`config.mk`:
```
export PLATFORM = sky130hd
export DESIGN_NAME = comp_serial_nb_flat
export DESIGN_NICKNAME = d
export VERILOG_FILES = /design/src/rtl/comp_serial_nb_pkg.sv /design/src/rtl/comp_serial_nb_if.sv /design/src/rtl/comp_1b.sv /design/src/rtl/comp_serial_nb.sv /design/src/flat_wrapper.sv
export SDC_FILE = /design/constraint.sdc
export NUM_CORES = 1
export LEC_CHECK = 0
export ABC_AREA = 1
export CAP_MARGIN = 20
export CORE_ASPECT_RATIO = 0.6
export CORE_MARGIN = 10
export CORE_UTILIZATION = 50
export DETAILED_ROUTE_END_ITERATION = 10
export GPL_TIMING_DRIVEN = 0
export PLACE_DENSITY = 0.77
export SETUP_SLACK_MARGIN = 0.15
export SLEW_MARGIN = 40
export SYNTH_ARGS = -nofsm -noshare
export SYNTH_HDL_FRONTEND = slang
export SYNTH_SLANG_ARGS = --single-unit
```
`constraint.sdc`:
```
create_clock -name clk -period 1.3 [get_ports clk]
set_input_delay 0.26 -clock clk [delete_from_list [all_inputs] [get_ports clk]]
set_output_delay 0.26 -clock clk [all_outputs]
set_load 0.03 [all_outputs]
```
`src/rtl/comp_serial_nb_pkg.sv`:
```
// Shared definitions for the bit-serial magnitude comparator.
package comp_defs;

  // Default operand width.
  localparam int COMP_W_DEF = 8;

  // Controller state encodings.
  localparam logic [0:0] ST_IDLE  = 1'b0;
  localparam logic [0:0] ST_SHIFT = 1'b1;

endpackage

```
`src/rtl/comp_serial_nb_if.sv`:
```
// Request/result bundle between a client and comp_serial_nb.
interface comp_serial_nb_if
  import comp_defs::*;
#(
  parameter int N = COMP_W_DEF
);

  logic         start;
  logic [N-1:0] a;
  logic [N-1:0] b;
  logic         busy;
  logic         done;
  logic         eq;
  logic         gt;
  logic         lt;

  modport master (output start, a, b, input busy, done, eq, gt, lt);
  modport slave  (input start, a, b, output busy, done, eq, gt, lt);

endinterface

```
`src/rtl/comp_1b.sv`:
```
// 1-bit equality comparator.
module comp_1b (
  input  logic i0,
  input  logic i1,
  output logic eq
);

  assign eq = ~(i0 ^ i1);

endmodule

```
`src/rtl/comp_serial_nb.sv`:
```
// Bit-serial N-bit unsigned magnitude comparator. Operands are captured on
// start and streamed MSB-first through comp_1b; the first differing bit pair
// decides the result, which is held until the next completion.
module comp_serial_nb
  import comp_defs::*;
#(
  parameter int N = COMP_W_DEF
) (
  input  logic              clk,
  input  logic              rst,
  comp_serial_nb_if.slave   bus
);

  localparam int CW = $clog2(N);

  logic [0:0]    state;
  logic [N-1:0]  sa;
  logic [N-1:0]  sb;
  logic [CW-1:0] cnt;
  logic          dec;
  logic          acc_gt;

  logic          bit_eq;
  logic          dec_final;
  logic          gt_final;

  comp_1b u_comp_1b (
    .i0 (sa[N-1]),
    .i1 (sb[N-1]),
    .eq (bit_eq)
  );

  // Decision including the bit pair currently presented to comp_1b; used on
  // the last bit so the final edge folds in the LSB comparison.
  always_comb begin
    dec_final = dec | ~bit_eq;
    gt_final  = dec ? acc_gt : sa[N-1];
  end

  // Controller, operand shifters and result registers.
  // NOTE: non-blocking assignments throughout, so every branch reads the
  // pre-edge values of sa/sb/dec/cnt regardless of statement order.
  always_ff @(posedge clk or posedge rst) begin
    if (rst) begin
      state    <= ST_IDLE;
      sa       <= '0;
      sb       <= '0;
      cnt      <= '0;
      dec      <= 1'b0;
      acc_gt   <= 1'b0;
      bus.busy <= 1'b0;
      bus.done <= 1'b0;
      bus.eq   <= 1'b0;
      bus.gt   <= 1'b0;
      bus.lt   <= 1'b0;
    end else begin
      bus.done <= 1'b0;
      if (state == ST_IDLE) begin
        if (bus.start) begin
          sa       <= bus.a;
          sb       <= bus.b;
          cnt      <= CW'(N - 1);
          dec      <= 1'b0;
          acc_gt   <= 1'b0;
          bus.busy <= 1'b1;
          state    <= ST_SHIFT;
        end
      end else begin
        if (!dec && !bit_eq) begin
          dec    <= 1'b1;
          acc_gt <= sa[N-1];
        end
        sa <= {sa[N-2:0], 1'b0};
        sb <= {sb[N-2:0], 1'b0};
        if (cnt == '0) begin
          bus.eq   <= ~dec_final;
          bus.gt   <= dec_final & gt_final;
          bus.lt   <= dec_final & ~gt_final;
          bus.done <= 1'b1;
          bus.busy <= 1'b0;
          state    <= ST_IDLE;
        end else begin
          cnt <= cnt - CW'(1);
        end
      end
    end
  end

endmodule

```
`src/flat_wrapper.sv`:
```
// flat-port wrapper written by rule: the top's interface ports become plain ports
module comp_serial_nb_flat import comp_defs::*;
#(
  parameter int N = COMP_W_DEF
)
  (clk, rst, bus_start, bus_a, bus_b, bus_busy, bus_done, bus_eq, bus_gt, bus_lt);
  comp_serial_nb_if #(.N(N)) bus_i ();
  input  logic clk;
  input  logic rst;
  input wire logic [$bits(bus_i.start)-1:0] bus_start;
  input wire logic [$bits(bus_i.a)-1:0] bus_a;
  input wire logic [$bits(bus_i.b)-1:0] bus_b;
  output wire logic [$bits(bus_i.busy)-1:0] bus_busy;
  output wire logic [$bits(bus_i.done)-1:0] bus_done;
  output wire logic [$bits(bus_i.eq)-1:0] bus_eq;
  output wire logic [$bits(bus_i.gt)-1:0] bus_gt;
  output wire logic [$bits(bus_i.lt)-1:0] bus_lt;
  assign bus_i.start = bus_start;
  assign bus_i.a = bus_a;
  assign bus_i.b = bus_b;
  assign bus_busy = bus_i.busy;
  assign bus_done = bus_i.done;
  assign bus_eq = bus_i.eq;
  assign bus_gt = bus_i.gt;
  assign bus_lt = bus_i.lt;
  comp_serial_nb #(.N(N)) u_core (.clk(clk), .rst(rst), .bus(bus_i));
endmodule
```
### After elaboration in Yosys (flattened, before gate mapping)

Index checks and enable logic that the tools add are counted.
W data, S select, Z words.

| storage, ports and cells | value |
|---|---|
| register bits after elaboration | 27 |
| input port bits | 19 |
| output and inout bits | 5 |

| cells by class | value |
|---|---|
| add/subtract/negate cells | 1 |
| equal/unequal tests | 3 |
| muxes and demuxes | 21 |
| bitwise operators | 6 |
| reductions and logical operators | 8 |

Operators by type and width:

| cell | count |
|---|---|
| $mux W8 | 4 |
| $mux W1 | 14 |
| $mux W3 | 3 |
| $reduce_and A2 Y1 | 4 |
| $ne A2 B2 Y1 const B | 3 |
| $logic_not A3 Y1 | 1 |
| $sub A3 B1 Y3 const B | 1 |
| $and A1 B1 Y1 | 2 |
| $not A1 Y1 | 2 |
| $reduce_bool A2 Y1 | 1 |
| $logic_and A1 B1 Y1 | 1 |
| $logic_not A1 Y1 | 1 |
| $or A1 B1 Y1 | 1 |
| $xor A1 B1 Y1 | 1 |

### Longest topological paths before layout

Gate-level depths: netlist of the first run.

| depth | value |
|---|---|
| depth in word-level cells | 4 |
| gate-level depth with buffers | 7 |
| mapped depth without buffers | 7 |

### Hierarchy

A second synthesis of the first run with hierarchy kept.

| unflattened totals | value |
|---|---|
| cell total of the unflattened synthesis | 152 |
| area total of the unflattened synthesis | 1252.5 um2 |

Modules (own cells, without submodules):

| module | instances | cells each | area an instance (um2) | seq. area each (um2) |
|---|---|---|---|---|
| comp_serial_nb | 1 | 147 | 1233.7 | 675.6 |
| comp_1b | 1 | 5 | 18.8 | 0.0 |

### Worst setup path after synthesis of the first run

OpenSTA, ideal clock, no wires.

| timing | value |
|---|---|
| path type | reg2reg |
| from | register u_core.state |
| to | register u_core.cnt[1] |
| setup time | 0.116 ns |
| data arrival time | 0.965 ns |
| required time | 1.184 ns |
| setup slack | 0.218 ns |
| stages on the path, launching flop included | 7 |
| path buffers | 0 |
| clock period less this slack | 1.082 ns |
| cells stage by stage | dfrtp_1 > nor2_4 > clkinv_2 > nand2_4 > inv_2 > nand2_1 > nand2_1 |

| between the ends | value |
|---|---|
| cells in the longest elaborated chain, start to end | 2 |
| elaborated cells on any way between the ends | 4 |
| those cells by class | eq/ne (1); mux (1); reduce/logical (2) |

Ends and longest elaborated chain:

| what | line | text |
|---|---|---|
| start, declared | comp_serial_nb.sv:16 | `logic [0:0] state;` |
| start signal, assigned | comp_serial_nb.sv:45 | `state <= ST_IDLE;` |
| start signal, assigned | comp_serial_nb.sv:66 | `state <= ST_SHIFT;` |
| start signal, assigned | comp_serial_nb.sv:81 | `state <= ST_IDLE;` |
| $ne A2 B2 Y1 (no line) / $reduce_bool A2 Y1 (equally long branches) | - |  |
| $reduce_and A2 Y1 (no line) | - |  |
| end signal, assigned | comp_serial_nb.sv:62 | `cnt <= CW'(N - 1);` |
| end signal, assigned | comp_serial_nb.sv:83 | `cnt <= cnt - CW'(1);` |
| end, declared | comp_serial_nb.sv:19 | `logic [CW-1:0] cnt;` |

Parallel ways exist; a longest one is shown, timed or not.
A chain may end at the register's enable or synchronous reset.

### Final worst setup path of the first run

| timing | value |
|---|---|
| from | register u_core.bus.lt |
| to | output bus_lt |

RTL lines:

| what | line | text |
|---|---|---|
| start, declared | comp_serial_nb_if.sv:18 | `modport slave (input start, a, b, output busy, done, eq, gt, lt);` |
| start signal, assigned | comp_serial_nb.sv:78 | `bus.lt <= dec_final & ~gt_final;` |
| end, declared | flat_wrapper.sv:17 | `output wire logic [$bits(bus_i.lt)-1:0] bus_lt;` |

No word-level cell between the ends.

==> run metrics, run 1 <==
result of the run finished clean; minimum setup slack among reg-to-reg paths 0.19 ns; Synth Cell Area 0.00126 mm2; synthesized instance count 144; # H-tree levels 1; clock tree from TritonCTS yes; post-route core utilization between 60% and 70%; register area share after synthesis a little over half; largest cells by area after synthesis sky130_fd_sc_hd__dfrtp_1 53%, sky130_fd_sc_hd__nand2_1 20%, sky130_fd_sc_hd__nand3_1 4.4%, sky130_fd_sc_hd__inv_1 3.3%, sky130_fd_sc_hd__buf_6 2.7%; input/output buffers 23; maximum frequency from static timing analysis 889 MHz; top-area cell type share of the netlist area between 50 and 60%; distinct cell type count after synthesis 20; critical path data required time between 1 and 1.5 ns; Max stage delay cell, worst path sky130_fd_sc_hd__dfrtp_1; vias in the first global route 1059; area growth from synthesis to layout 30.7%; antenna fix cells 0; relative slew slack 62.8%; fin crit period 1.13 ns; via count of the routed design 1127; critical path launch point type flop; aggregate global routing overflow 0; maximum root-to-sink buffer count 2; delay of the slowest critical-path stage 0.40 ns; effective utilization at floorplan 51.6%; post-synthesis average cell area roughly 8.8 um2; total number of yosys warnings 0; setup repair after global routing missed its margin true; Core Box Area 0.00245 mm2; Placer Congestion 0.798; total nets after synthesis 165; die outline area 0.00501 mm2; worst ir drop on vdd 1040 uV; post-synthesis sequential element count 27; Wirelength per Cell roughly 15 um; share of cells above drive strength 1 19.9%; iteration count of the initial detailed-routing pass 4; Initial DRC Count 66; Max Transition Viols Final 0; GR Util All Layers roughly an eighth; clock skew 0.00315 ns; ANT nets after route 0; critical path peak fanout 2; CP cell instances buf_2; Layout Nets 203; antenna violations before repair 0; placed wire-length estimate around 2.1 mm; number of hold violations in the final report 0; wire length of the first global-routing pass between 4 and 5 mm; number of failing setup endpoints in the final timing report 0; IO Count 24; count of non-filler cells in the finished layout 213; max-cap viol count 0; clk_lat worst skew 0.28 ns; total power per unit cell area 2010 mW/mm2; Die Height approximately 60 um; number of hold buffers added after CTS 0; total placed cells including tap cells 199; instance area at placement roughly 0.0015 mm2; leakage power of the design approximately 0.84 nW; number of sinks handled by clock tree synthesis 27; crit-path leading delay family flip-flops; buffers and inverters on the worst path 1; Inserted Clock Buffers 3; endpoint kind of the worst setup timing path primary output; library cell occupying the most area in the post-synthesis netlist sky130_fd_sc_hd__dfrtp_1; number of cell rows 14; PnR Total Power 3.32 mW; clock-pin slew on the worst setup and hold paths around 0.09 ns; die width 84.9 um; arrival time at the worst endpoint 0.87 ns; transition time of the tightest slew-check pin 0.557 ns; pin count of the biggest net entering global routing 28; cell area after layout 0.00165 mm2; residual DRC count 0; Via density 5.29; DRT Wirelength 3.13 mm; type of the worst setup path reg2out; CTS Root Cell sky130_fd_sc_hd__clkbuf_8; path class of the lowest-slack min-delay path in2async; share of the cycle needed by the critical path after routing 86.6%
per-stage QoR:
step                setup TNS (ns)  setup slack (ns)  hold WS (ns)
finish                           0             0.175         0.342
global placement             -7.64            -0.199         0.463
global route                     0             0.124         0.398
CTS                              0            0.0690         0.364
floorplan                        0             0.218         0.313
detailed placement           -3.26            -0.239         0.471
layout by cell type, fill, tap and decap left out, types with 2 or more instances in the layout:
| master | count |
|---|---|
| sky130_fd_sc_hd__o211ai_1 | 2 |
| sky130_fd_sc_hd__o21ai_0 | 3 |
| sky130_fd_sc_hd__dfrtp_1 | 26 |
| sky130_fd_sc_hd__buf_6 | 3 |
| sky130_fd_sc_hd__buf_4 | 9 |
| sky130_fd_sc_hd__nand4_1 | 2 |
| sky130_fd_sc_hd__inv_1 | 8 |
| sky130_fd_sc_hd__clkbuf_8 | 3 |
| sky130_fd_sc_hd__nor2_4 | 2 |
| sky130_fd_sc_hd__nor2_1 | 3 |
| sky130_fd_sc_hd__nand2_1 | 67 |
| sky130_fd_sc_hd__o21ai_1 | 2 |
| sky130_fd_sc_hd__buf_2 | 5 |
| sky130_fd_sc_hd__clkdlybuf4s50_1 | 17 |
| sky130_fd_sc_hd__nand3_1 | 11 |
| sky130_fd_sc_hd__a22o_1 | 2 |
| sky130_fd_sc_hd__nand3_2 | 2 |
| sky130_fd_sc_hd__inv_2 | 4 |
area by class of cell:
class / instances / area (um2)
Sequential cell: 27 / 677
Clock buffer: 4 / 45.0
Buffer: 4 / 53.8
Timing Repair Buffer: 32 / 275
Inverter: 13 / 51.3
Tap cell: 32 / 40.0
Fill cell: 203 / 800
Multi-Input combinational cell: 101 / 510
flip-flops by register name, indices dropped and copies added, names as in the netlist:
signal	count
u_core.bus.gt	1
u_core.cnt	3
u_core.bus.lt	1
u_core.bus.done	1
u_core.sb	8
u_core.state	1
u_core.acc_gt	1
u_core.bus.eq	1
u_core.sa	8
u_core.dec	1
u_core.bus.busy	1
cell families (layout without fill, tap and decap cells):
logic type | Yosys count | count (layout) | share of synthesized area [%]
AO/OA/AOI/OAI | 10 | 10 | 5.44
adder cells (fa/ha/maj) | 2 | 2 | 1.98
buffers and inverters | 17 | 53 | 8.21
flip-flops | 27 | 27 | 53.4
AND/OR/NAND/NOR | 88 | 89 | 31.0
power by group:
group | switching (mW) | internal, mW
Sequential | 0.209 | 1.17
Clock | 0.258 | 0.220
Combinational | 0.856 | 0.613
final timing paths:
| kind | to | start | depth (start not counted) |
|---|---|---|---|
| max | bus_lt | u_core.bus.lt | 1 |
| min | u_core.sb[6] | rst | 2 |
| max reg2reg | u_core.cnt[1] | u_core.cnt[0] | 7 |
| min reg2reg | u_core.bus.gt | u_core.bus.gt | 2 |
| max in group asynchronous | u_core.state | rst | 2 |
| min in group clk | u_core.sa[7] | bus_start | 4 |
Yosys cell counts, drive strengths merged:
cell type / number
ha: 2
buf: 4
dfrtp: 27
a22o: 2
nor2: 5
nand2: 68
o211ai: 2
nand4: 2
a21boi: 1
clkinv: 1
inv: 12
nand3: 13
o21ai: 5
repair_timing:
item | CTS | global route
cloned | 1 | 0
endpoints found under the setup margin | 19 | 25
gates resized for setup | 25 | 8
pin swaps | 3 | 4
buffers inserted | 6 | 3
metal layers:
layer | part of all wire [%] | wire (um) | track usage, % | up-vias
met5 | 0 | 0 | 0 | -
met4 | 1.5 | 47 | 5.61 | 0
met3 | 6.5 | 204 | 4.55 | 5
met2 | 51 | 1600 | 20.8 | 37
met1 | 41 | 1280 | 14.8 | 556
li1 | - | - | - | 529
Power figures use the tool's default switching activity.
==> run 2, diff against run 1 <==
Settings changed: PLACE_DENSITY 0.77 to 0.84.
==> run metrics, run 2 (synthesis results as in run 1) <==
number of cell rows 14; vias in the first global route 1041; residual DRC count 0; total power per unit cell area 1990 mW/mm2; final setup margin 0.174 ns; most common cell after layout, fill and taps aside sky130_fd_sc_hd__nand2_1; buffers and inverters on the worst path 1; via count of the routed design 1056; leakage power of the design 0.838 nW; antenna fix cells 0; GR Util All Layers 12.3%; relative slew slack 63.2%; CTS Root Cell sky130_fd_sc_hd__clkbuf_8; clk_lat worst skew 0.28 ns; critical path launch point u_core.bus.busy; number of cells on the worst reg-to-reg path 7; number of sinks handled by clock tree synthesis 27; Via density 5.00; Layout Nets 201; Max stage delay cell, worst path sky130_fd_sc_hd__dfrtp_1; number of failing setup endpoints in the final timing report 0; transition time of the tightest slew-check pin about 0.55 ns; share of cells above drive strength 1 19.0%; crit-path leading delay family flip-flops; ANT nets after route 0; setup repair after global routing missed its margin false; result of the run finished clean; Wirelength per Cell 14.1 um; stages on the worst setup path 1; input/output buffers 23; number of hold violations in the final report 0; pin count of the biggest net entering global routing 28; critical path data required time 1.04 ns; total placed cells including tap cells between 150 and 200; max-cap viol count 0; IO Count 24; fin crit period approximately 1.1 ns; launch point of the worst reg-to-reg path u_core.cnt[0]; endpoint kind of the worst setup timing path primary output; CP cell instances buf_4; path class of the lowest-slack min-delay path in2async; type of the worst setup path reg2out; maximum root-to-sink buffer count 2; wire length of the first global-routing pass 4.96 mm; placed wire-length estimate 2.03 mm; aggregate global routing overflow 0; Max Transition Viols Final 0; most frequent cells in the layout 67 x sky130_fd_sc_hd__nand2_1, 26 x sky130_fd_sc_hd__dfrtp_1, 17 x sky130_fd_sc_hd__clkdlybuf4s50_1, 11 x sky130_fd_sc_hd__nand3_1; clock skew 0.00618 ns; critical path peak fanout 2; critical path launch point type flop; arrival time at the worst endpoint around 0.87 ns; die width 84.9 um; delay of the slowest critical-path stage around 0.41 ns; worst ir drop on vdd between 900 and 1000 uV; clock-pin slew on the worst setup and hold paths 0.10 ns; Setup WS pre-CTS -0.197 ns; area growth from synthesis to layout 29.6%; Initial DRC Count 85; die outline area 0.00501 mm2; number of hold buffers added after CTS 0; Inserted Clock Buffers 3; Die Height just under 60 um; effective utilization at floorplan 51.6%; Regs by FF count u_core.sa: 8 flops, u_core.sb: 8 flops, u_core.cnt: 3 flops; Placer Congestion 0.765; clock tree from TritonCTS yes; Final Hold Slack 0.347 ns; iteration count of the initial detailed-routing pass 4; share of the cycle needed by the critical path after routing 86.6%; maximum frequency from static timing analysis between 800 and 900 MHz; count of non-filler cells in the finished layout 211; antenna violations before repair 0; DRT Wirelength about 3.0 mm; # H-tree levels 1; Core Box Area 0.00245 mm2
-- run 2: cell count changes in the layout (fill, tap and decap cells not counted), sizes merged --
cell | before | now
buf | 18 | 16
clkbuf | 4 | 3
clkinv | 0 | 1
-- run 2: per-stage QoR --
| stage | utilization, % | power, mW | cell area [um2] | TNS (ns) |
|---|---|---|---|---|
| 4_1_cts | 66.3 | 3.22 | 1630 | 0 |
| 2_1_floorplan | - | 2.28 | 1260 | 0 |
| 3_3_place_gp | 62.6 | 2.60 | 1540 | -6.36 |
| 3_5_place_dp | 62.6 | 2.68 | 1540 | -2.78 |
| 5_1_grt | 66.8 | 3.50 | 1640 | 0 |
| 6_report | 66.8 | 3.26 | 1640 | 0 |
-- run 2: repair_timing --
action	4_1_cts	5_1_grt
resized for setup	28	6
buffers inserted	6	1
cloned	1	0
setup endpoints to repair	18	21
pin swaps	3	2
-- run 2: path summary, 6_finish.rpt --
path / endpoint / slack, ns
max: bus_busy / 0.17
min: u_core.dec / 0.35
max reg2reg: u_core.cnt[1] / 0.20
min reg2reg: u_core.bus.gt / 0.50
max in group asynchronous: u_core.state / 0.55
min in group clk: u_core.sa[7] / 0.42
-- run 2: area by class of cell --
class | instances | area, um2
sequential | 27 | 677
clock inverter | 1 | 5.00
buffer | 4 | 53.8
tap | 32 | 40.0
clock buffer | 3 | 41.3
timing repair buffer | 30 | 263
inverter | 13 | 51.3
fill | 203 | 813
multi-input combinational | 101 | 508
-- run 2: power by group --
part | internal (mW) | leakage [nW] | switching (mW)
Clock | 0.215 | 0.0255 | 0.271
Sequential | 1.17 | 0.345 | 0.212
Combinational | 0.573 | 0.468 | 0.821
Total | 1.96 | 0.838 | 1.30
-- run 2: routing by layer --
| metal | vias up | global-route usage (%) | wire, um |
|---|---|---|---|
| met5 | - | 0 | 0 |
| met4 | 0 | 4.21 | 30 |
| met3 | 5 | 4.41 | 208 |
| met2 | 23 | 20.2 | 1450 |
| met1 | 504 | 14.7 | 1290 |
| li1 | 524 | - | - |
